`src/rtl/dc_fu_dma_line_scheduler_if.sv`:
```
// AXI read-address / read-data control signals seen by the line scheduler.
// Valid/ready semantics: a transfer happens in a cycle where valid and ready are both 1;
// once valid is raised it stays high, with its qualifiers stable, until that transfer.
interface dc_fu_dma_line_scheduler_if;
  logic axi_arvalid;
  logic axi_arready;
  logic axi_rvalid;
  logic axi_rready;
  logic axi_rlast;

  modport master (
    output axi_arvalid,
    input  axi_arready,
    input  axi_rvalid,
    input  axi_rready,
    input  axi_rlast
  );

  modport slave (
    input  axi_arvalid,
    output axi_arready,
    output axi_rvalid,
    output axi_rready,
    output axi_rlast
  );
endinterface

```
`src/rtl/dc_fu_dma_line_scheduler.sv`:
```
// Per-frame line scheduler: waits for pixel FIFO room, kicks the address generator for
// each line, and throttles AR bursts so at most MAX_OUTSTANDING await their rlast.
module dc_fu_dma_line_scheduler #(
  parameter int AXI_ARADDR_WIDTH       = 32,
  parameter int FETCH_WORD_COUNT_WIDTH = 16,
  parameter int MAX_BURST_LEN          = 4,
  parameter int LINE_COUNT_WIDTH       = 12,
  parameter int MAX_OUTSTANDING        = 4
) (
  input  logic                                              clk,
  input  logic                                              rst,
  input  logic                                              en,
  input  logic                                              frame_start,
  input  logic [AXI_ARADDR_WIDTH-1:0]                       frame_base_addr,
  input  logic [AXI_ARADDR_WIDTH-1:0]                       line_stride,
  input  logic [LINE_COUNT_WIDTH-1:0]                       line_count,
  input  logic [FETCH_WORD_COUNT_WIDTH-1:0]                 line_word_count,
  input  logic [FETCH_WORD_COUNT_WIDTH-1:0]                 fifo_free_words,
  output logic                                              start_fetch,
  output logic [FETCH_WORD_COUNT_WIDTH-1:0]                 fetch_word_count,
  output logic [AXI_ARADDR_WIDTH-1:0]                       base_addr,
  input  logic [FETCH_WORD_COUNT_WIDTH-MAX_BURST_LEN-1:0]   trans_count,
  output logic                                              next_addr,
  dc_fu_dma_line_scheduler_if.master                        bus,
  output logic                                              busy,
  output logic                                              frame_done,
  output logic [LINE_COUNT_WIDTH-1:0]                       line_idx,
  output logic [2:0]                                        dbg_state,
  output logic [$clog2(MAX_OUTSTANDING+1)-1:0]              dbg_outstanding
);

  localparam int OW = $clog2(MAX_OUTSTANDING + 1);
  localparam logic [OW-1:0] MAX_OS = OW'(MAX_OUTSTANDING);

  typedef enum logic [2:0] {
    IDLE  = 3'd0,
    CHECK = 3'd1,
    START = 3'd2,
    ADDR  = 3'd3,
    DRAIN = 3'd4
  } state_t;

  state_t                            state;
  logic [OW-1:0]                     outstanding;
  logic [AXI_ARADDR_WIDTH-1:0]       stride_q;
  logic [LINE_COUNT_WIDTH-1:0]       lc_q;
  logic [FETCH_WORD_COUNT_WIDTH-1:0] wc_q;
  logic                              done_q;
  logic                              ar_hs;
  logic                              r_last_beat;
  logic                              os_inc;
  logic                              os_dec;

  // arvalid cannot drop before its handshake: trans_count only moves on next_addr and
  // outstanding only rises on next_addr, so the qualifiers hold while arvalid waits.
  assign bus.axi_arvalid = en && (state == ADDR) && (trans_count != '0) && (outstanding < MAX_OS);
  assign ar_hs           = bus.axi_arvalid && bus.axi_arready && en;
  assign next_addr       = ar_hs;
  assign r_last_beat     = bus.axi_rvalid && bus.axi_rready && bus.axi_rlast;

  assign os_inc = ar_hs;
  assign os_dec = r_last_beat && (outstanding != '0);

  assign start_fetch      = en && (state == START);
  assign frame_done       = en && done_q;
  assign busy             = (state != IDLE);
  assign fetch_word_count = wc_q;
  assign dbg_state        = state;
  assign dbg_outstanding  = outstanding;

  always_ff @(posedge clk) begin
    if (rst) begin
      state       <= IDLE;
      outstanding <= '0;
      line_idx    <= '0;
      base_addr   <= '0;
      stride_q    <= '0;
      lc_q        <= '0;
      wc_q        <= '0;
      done_q      <= 1'b0;
    end else if (en) begin
      done_q <= 1'b0;

      if (os_inc && !os_dec) begin
        outstanding <= outstanding + 1'b1;
      end else if (os_dec && !os_inc) begin
        outstanding <= outstanding - 1'b1;
      end

      case (state)
        IDLE: begin
          if (frame_start) begin
            base_addr <= frame_base_addr;
            stride_q  <= line_stride;
            lc_q      <= line_count;
            wc_q      <= line_word_count;
            line_idx  <= '0;
            // An empty frame completes immediately without touching the generator.
            if ((line_count == '0) || (line_word_count == '0)) begin
              done_q <= 1'b1;
            end else begin
              state <= CHECK;
            end
          end
        end
        CHECK: begin
          if (fifo_free_words >= wc_q) begin
            state <= START;
          end
        end
        START: begin
          state <= ADDR;
        end
        ADDR: begin
          if (trans_count == '0) begin
            state <= DRAIN;
          end
        end
        DRAIN: begin
          if (outstanding == '0) begin
            if (line_idx == lc_q - 1'b1) begin
              done_q <= 1'b1;
              state  <= IDLE;
            end else begin
              line_idx  <= line_idx + 1'b1;
              base_addr <= base_addr + stride_q;
              state     <= CHECK;
            end
          end
        end
        default: begin
          state <= IDLE;
        end
      endcase
    end
  end

endmodule

```
`src/flat_wrapper.sv`:
```
// flat-port wrapper written by rule: the top's interface ports become plain ports
module dc_fu_dma_line_scheduler_flat 
#(
  parameter int AXI_ARADDR_WIDTH       = 32,
  parameter int FETCH_WORD_COUNT_WIDTH = 16,
  parameter int MAX_BURST_LEN          = 4,
  parameter int LINE_COUNT_WIDTH       = 12,
  parameter int MAX_OUTSTANDING        = 4
)
  (clk, rst, en, frame_start, frame_base_addr, line_stride, line_count, line_word_count, fifo_free_words, start_fetch, fetch_word_count, base_addr, trans_count, next_addr, busy, frame_done, line_idx, dbg_state, dbg_outstanding, bus_axi_arvalid, bus_axi_arready, bus_axi_rvalid, bus_axi_rready, bus_axi_rlast);
  dc_fu_dma_line_scheduler_if bus_i ();
  input  logic clk;
  input  logic rst;
  input  logic en;
  input  logic frame_start;
  input  logic [AXI_ARADDR_WIDTH-1:0] frame_base_addr;
  input  logic [AXI_ARADDR_WIDTH-1:0] line_stride;
  input  logic [LINE_COUNT_WIDTH-1:0] line_count;
  input  logic [FETCH_WORD_COUNT_WIDTH-1:0] line_word_count;
  input  logic [FETCH_WORD_COUNT_WIDTH-1:0] fifo_free_words;
  output logic start_fetch;
  output logic [FETCH_WORD_COUNT_WIDTH-1:0] fetch_word_count;
  output logic [AXI_ARADDR_WIDTH-1:0] base_addr;
  input  logic [FETCH_WORD_COUNT_WIDTH-MAX_BURST_LEN-1:0] trans_count;
  output logic next_addr;
  output logic busy;
  output logic frame_done;
  output logic [LINE_COUNT_WIDTH-1:0] line_idx;
  output logic [2:0] dbg_state;
  output logic [$clog2(MAX_OUTSTANDING+1)-1:0] dbg_outstanding;
  output wire logic [$bits(bus_i.axi_arvalid)-1:0] bus_axi_arvalid;
  input wire logic [$bits(bus_i.axi_arready)-1:0] bus_axi_arready;
  input wire logic [$bits(bus_i.axi_rvalid)-1:0] bus_axi_rvalid;
  input wire logic [$bits(bus_i.axi_rready)-1:0] bus_axi_rready;
  input wire logic [$bits(bus_i.axi_rlast)-1:0] bus_axi_rlast;
  assign bus_axi_arvalid = bus_i.axi_arvalid;
  assign bus_i.axi_arready = bus_axi_arready;
  assign bus_i.axi_rvalid = bus_axi_rvalid;
  assign bus_i.axi_rready = bus_axi_rready;
  assign bus_i.axi_rlast = bus_axi_rlast;
  dc_fu_dma_line_scheduler #(.AXI_ARADDR_WIDTH(AXI_ARADDR_WIDTH), .FETCH_WORD_COUNT_WIDTH(FETCH_WORD_COUNT_WIDTH), .MAX_BURST_LEN(MAX_BURST_LEN), .LINE_COUNT_WIDTH(LINE_COUNT_WIDTH), .MAX_OUTSTANDING(MAX_OUTSTANDING)) u_core (.clk(clk), .rst(rst), .en(en), .frame_start(frame_start), .frame_base_addr(frame_base_addr), .line_stride(line_stride), .line_count(line_count), .line_word_count(line_word_count), .fifo_free_words(fifo_free_words), .start_fetch(start_fetch), .fetch_word_count(fetch_word_count), .base_addr(base_addr), .trans_count(trans_count), .next_addr(next_addr), .bus(bus_i), .busy(busy), .frame_done(frame_done), .line_idx(line_idx), .dbg_state(dbg_state), .dbg_outstanding(dbg_outstanding));
endmodule
```
`config.mk`:
```
export PLATFORM = sky130hd
export DESIGN_NAME = dc_fu_dma_line_scheduler_flat
export DESIGN_NICKNAME = d
export VERILOG_FILES = /design/src/rtl/dc_fu_dma_line_scheduler_if.sv /design/src/rtl/dc_fu_dma_line_scheduler.sv /design/src/flat_wrapper.sv
export SDC_FILE = /design/constraint.sdc
export NUM_CORES = 1
export LEC_CHECK = 0
export ABC_CLOCK_PERIOD_IN_PS = 2900
export CAP_MARGIN = 20
export CORE_MARGIN = 2
export CORE_UTILIZATION = 45
export CTS_CLUSTER_DIAMETER = 80
export DETAILED_ROUTE_END_ITERATION = 8
export GPL_ROUTABILITY_DRIVEN = 0
export GPL_TIMING_DRIVEN = 0
export PLACE_DENSITY = 0.77
export SYNTH_ARGS = -nofsm -noshare
export SYNTH_HDL_FRONTEND = slang
export SYNTH_SLANG_ARGS = --single-unit
```
`constraint.sdc`:
```
create_clock -name clk -period 2.9 [get_ports clk]
set_clock_uncertainty 0.2 [all_clocks]
set_input_delay 0.58 -clock clk [delete_from_list [all_inputs] [get_ports clk]]
set_output_delay 0.58 -clock clk [all_outputs]
set_load 0.03 [all_outputs]
```
==> results.sh <==
export IMPL_status="complete, but fails checks"
export IMPL_violations="setup timing"
export IMPL_drive_gt1_share_pct=19.2
export IMPL_antennaDiodeCount=0
export IMPL_async_flop_share_pct=0
export IMPL_core_area_mm2=0.0159
export IMPL_setup_worst_path_class="reg -> reg"
export IMPL_hold_viol_final=0
export IMPL_grt_max_degree=18
export IMPL_whs_ns=0.265
export IMPL_grt_antenna_before_repair=0
export IMPL_die_h_um=132
export IMPL_syn2layout_area_growth_pct=49.4
export IMPL_clock_fmax_ghz=0.331
export IMPL_clkTransAtPathRegs_ns=0.08
export IMPL_r2r_end="u_core.base_addr[31]"
export IMPL_stdcell_count=1412
export IMPL_root_buffer="clkbuf_16"
export IMPL_n_fill_cell=1273
export IMPL_die_width_um=132
export IMPL_final_setup_worst_slack_ns=-0.118
export IMPL_syn_avg_cell_area_um2=7.76
export IMPL_place_inst=1364
export IMPL_cts_htree_levels=3
export IMPL_r2r_slack_ns=-0.12
export IMPL_yosysWarnings=0
export IMPL_portBuffers=196
export IMPL_crit_chain="ha_4 > a211o_1 > a211oi_4 > o31ai_4 > o211a_1 > or3_4 > a2111o_1 > a311o_1 > o221ai_2"
export IMPL_yosys_area_top_type="dfxtp_1"
export IMPL_nets=1371
export IMPL_yosys_top_cells_count="nand2_1, dfxtp_1, a21oi_1, nor2_1, ha_1"
export IMPL_tightest_slew_ns=0.851
export IMPL_rows=46
export IMPL_min_from="u_core.stride_q[18]"
export IMPL_leakagePower_nw=4.30
export IMPL_ios=199
export IMPL_min_period_over_period_pct=104
export IMPL_track_usage_pct=27.9
export IMPL_rsz0062_at_grt="yes"
export IMPL_worst_path_max_fanout=3
export IMPL_drt_total_wl_um=26400
export IMPL_r2r_start="u_core.base_addr[1]"
export IMPL_ys_types=68
export IMPL_vias=8211
export IMPL_hpwl_um=18100
export IMPL_drc=0
export IMPL_routedWlPerCell_um=18.7
export IMPL_synth_edf_count=0
export IMPL_ys_seq_area_share_pct=30.1
export IMPL_synthTopCellsByArea="dfxtp_1, nand2_1, ha_1"
export IMPL_yosysMostFrequentCell="nand2_1"
export IMPL_hold_depth=2
export IMPL_setup_viol=33
export IMPL_powerDensity_mw_per_mm2=421
export IMPL_cts_tree="built"
export IMPL_crit_arrival_ns=3.12
export IMPL_insertion_delay_ns=0.37
export IMPL_routed_via_density=5.82
export IMPL_ys_ff_latch=111
export IMPL_setup_tns_ns=-1.17
export IMPL_hold_end="u_core.stride_q[18]"
export IMPL_start_util_pct=46.3
export IMPL_max_stage_delay_ns=0.38
export IMPL_slew_headroom_pct=43.3
export IMPL_grt_ovfl_total=0
export IMPL_grt_pass1_wl_um=39400
export IMPL_cts_buffers=9
export IMPL_firstDrtPassIters=6
export IMPL_synth_top_area_share_pct=30.1
export IMPL_syn_nets=1132
export IMPL_place_ws_ns=-0.502
export IMPL_drv_cap=0
export IMPL_numClockSinks=111
export IMPL_synthFlopType="dfxtp_1"
export IMPL_cts_buffer_depth=2
export IMPL_synthesis_area_mm2=0.00739
export IMPL_fin_crit_ns=3.02
export IMPL_vdd_drop_max_v=0.000357
export IMPL_postRouteAntennaNets=0
export IMPL_grt_pass1_vias=7641
export IMPL_drt_iter0_drc=667
export IMPL_endpoint_kind="flip-flop"
export IMPL_ff2ff_path_depth=9
export IMPL_syn_inst=952
export IMPL_slew_violations=0
export IMPL_slowest_stage="a2111o_1"
export IMPL_placed_area_mm2=0.00971
export IMPL_hold_path_class="reg -> reg"
export IMPL_fp_dieArea_mm2=0.0175
export IMPL_required_ns=3.00
export IMPL_fin_area_mm2=0.0110
export IMPL_critPathLaunchType="flip-flop"
==> cell usage in the layout, fill, tap and decap left out, drive strengths merged, types with 4 or more instances in the layout <==
master         Yosys  layout
xnor2             24      24
xor2              16      16
a211oi            16      16
or2                6       6
a311oi            19      19
o2111ai            4       4
o211ai             6       6
inv               34      34
clkbuf            45      56
or3               19      19
nor3              18      18
o21bai             4       4
nand3             21      21
a21oi            107     107
a21o              27      27
o211a              5       5
and3              10      10
clkdlybuf4s50      0     191
o31ai              4       4
nand2b             7       7
a31oi              5       5
o21ai             20      20
ha                50      50
dfxtp            111     111
buf               11      47
mux2i              6       6
nor4              17      17
nand4             12      12
nand2            188     188
and2               5       5
o21a               7       7
nor2              80      80
a211o              6       6
==> area by class of cell <==
class / count / area (um2) / area share, %
clock buffer: 13 / 260 / 2.36
buffer: 49 / 322 / 2.91
multi-input combinational: 751 / 5410 / 49.0
inverter: 34 / 130 / 1.18
tap: 216 / 270 / 2.45
timing repair buffer: 235 / 2350 / 21.3
clock inverter: 3 / 18.8 / 0.170
sequential: 111 / 2280 / 20.6
==> report_power, final <==
part           internal (W)  switching (W)  total [W]
registers           0.00163       0.000123    0.00176
logic              0.000797       0.000871    0.00167
clock network      0.000631       0.000592    0.00122
total               0.00306        0.00159    0.00465
==> worst max path at each step <==
stage,startpoint,to,depth (start not counted)
floorplan,u_core.lc_q[2],u_core.base_addr[18],10
global placement,u_core.base_addr[15],u_core.base_addr[30],10
detailed placement,u_core.base_addr[15],u_core.base_addr[30],10
CTS,u_core.base_addr[1],u_core.base_addr[31],9
global route,u_core.lc_q[3],u_core.line_idx[11],9
finish,u_core.base_addr[1],u_core.base_addr[31],9
==> metrics by stage <==
step,util (%),total power [W]
2_1_floorplan,-,0.00259
4_1_cts,64.9,0.00441
6_report,69.2,0.00465
5_1_grt,69.2,0.00484
3_3_place_gp,60.9,0.00309
3_5_place_dp,60.9,0.00311
==> flip-flops by register name, indices dropped and copies added, names as in the netlist <==
name and count:
u_core.base_addr 32, u_core.stride_q 32, u_core.fetch_word_count 16, u_core.lc_q 12, u_core.line_idx 12, u_core.dbg_outstanding 3, u_core.dbg_state 3, u_core.done_q 1
==> critical path: cells and delay by family, from the launching register on <==
family | cells | cell delay (ns)
AOI/OAI and AO/OA | 7 | 1.81
and+or+nand+nor | 1 | 0.35
adders and majority gates | 1 | 0.24
DFF | 1 | 0.36
==> layer usage <==
metal / track usage, % / wire length, um
met1: 35.5 / 11000
met2: 45.4 / 12500
met3: 5.84 / 1750
met4: 12.6 / 1190
met5: 0 / 0
==> kinds of logic (layout without fill, tap and decap cells) <==
logic type / count (synthesis) / after routing / share of synthesized area, %
compound gates: 252 / 252 / 25.0
xor+xnor: 40 / 40 / 4.74
fa+ha+maj: 52 / 52 / 9.01
buf+inv: 90 / 334 / 5.49
flops: 111 / 111 / 30.1
mux: 6 / 6 / 0.813
simple gates: 401 / 401 / 24.9
==> timing repair <==
item,4_1_cts,5_1_grt
setup buffers,18,15
setup endpoints to repair,47,107
resized for setup,52,126
hold buffers,0,0
cloned,2,4
pin swaps,31,29
Note: power is estimated with default switching activity, not from simulation.
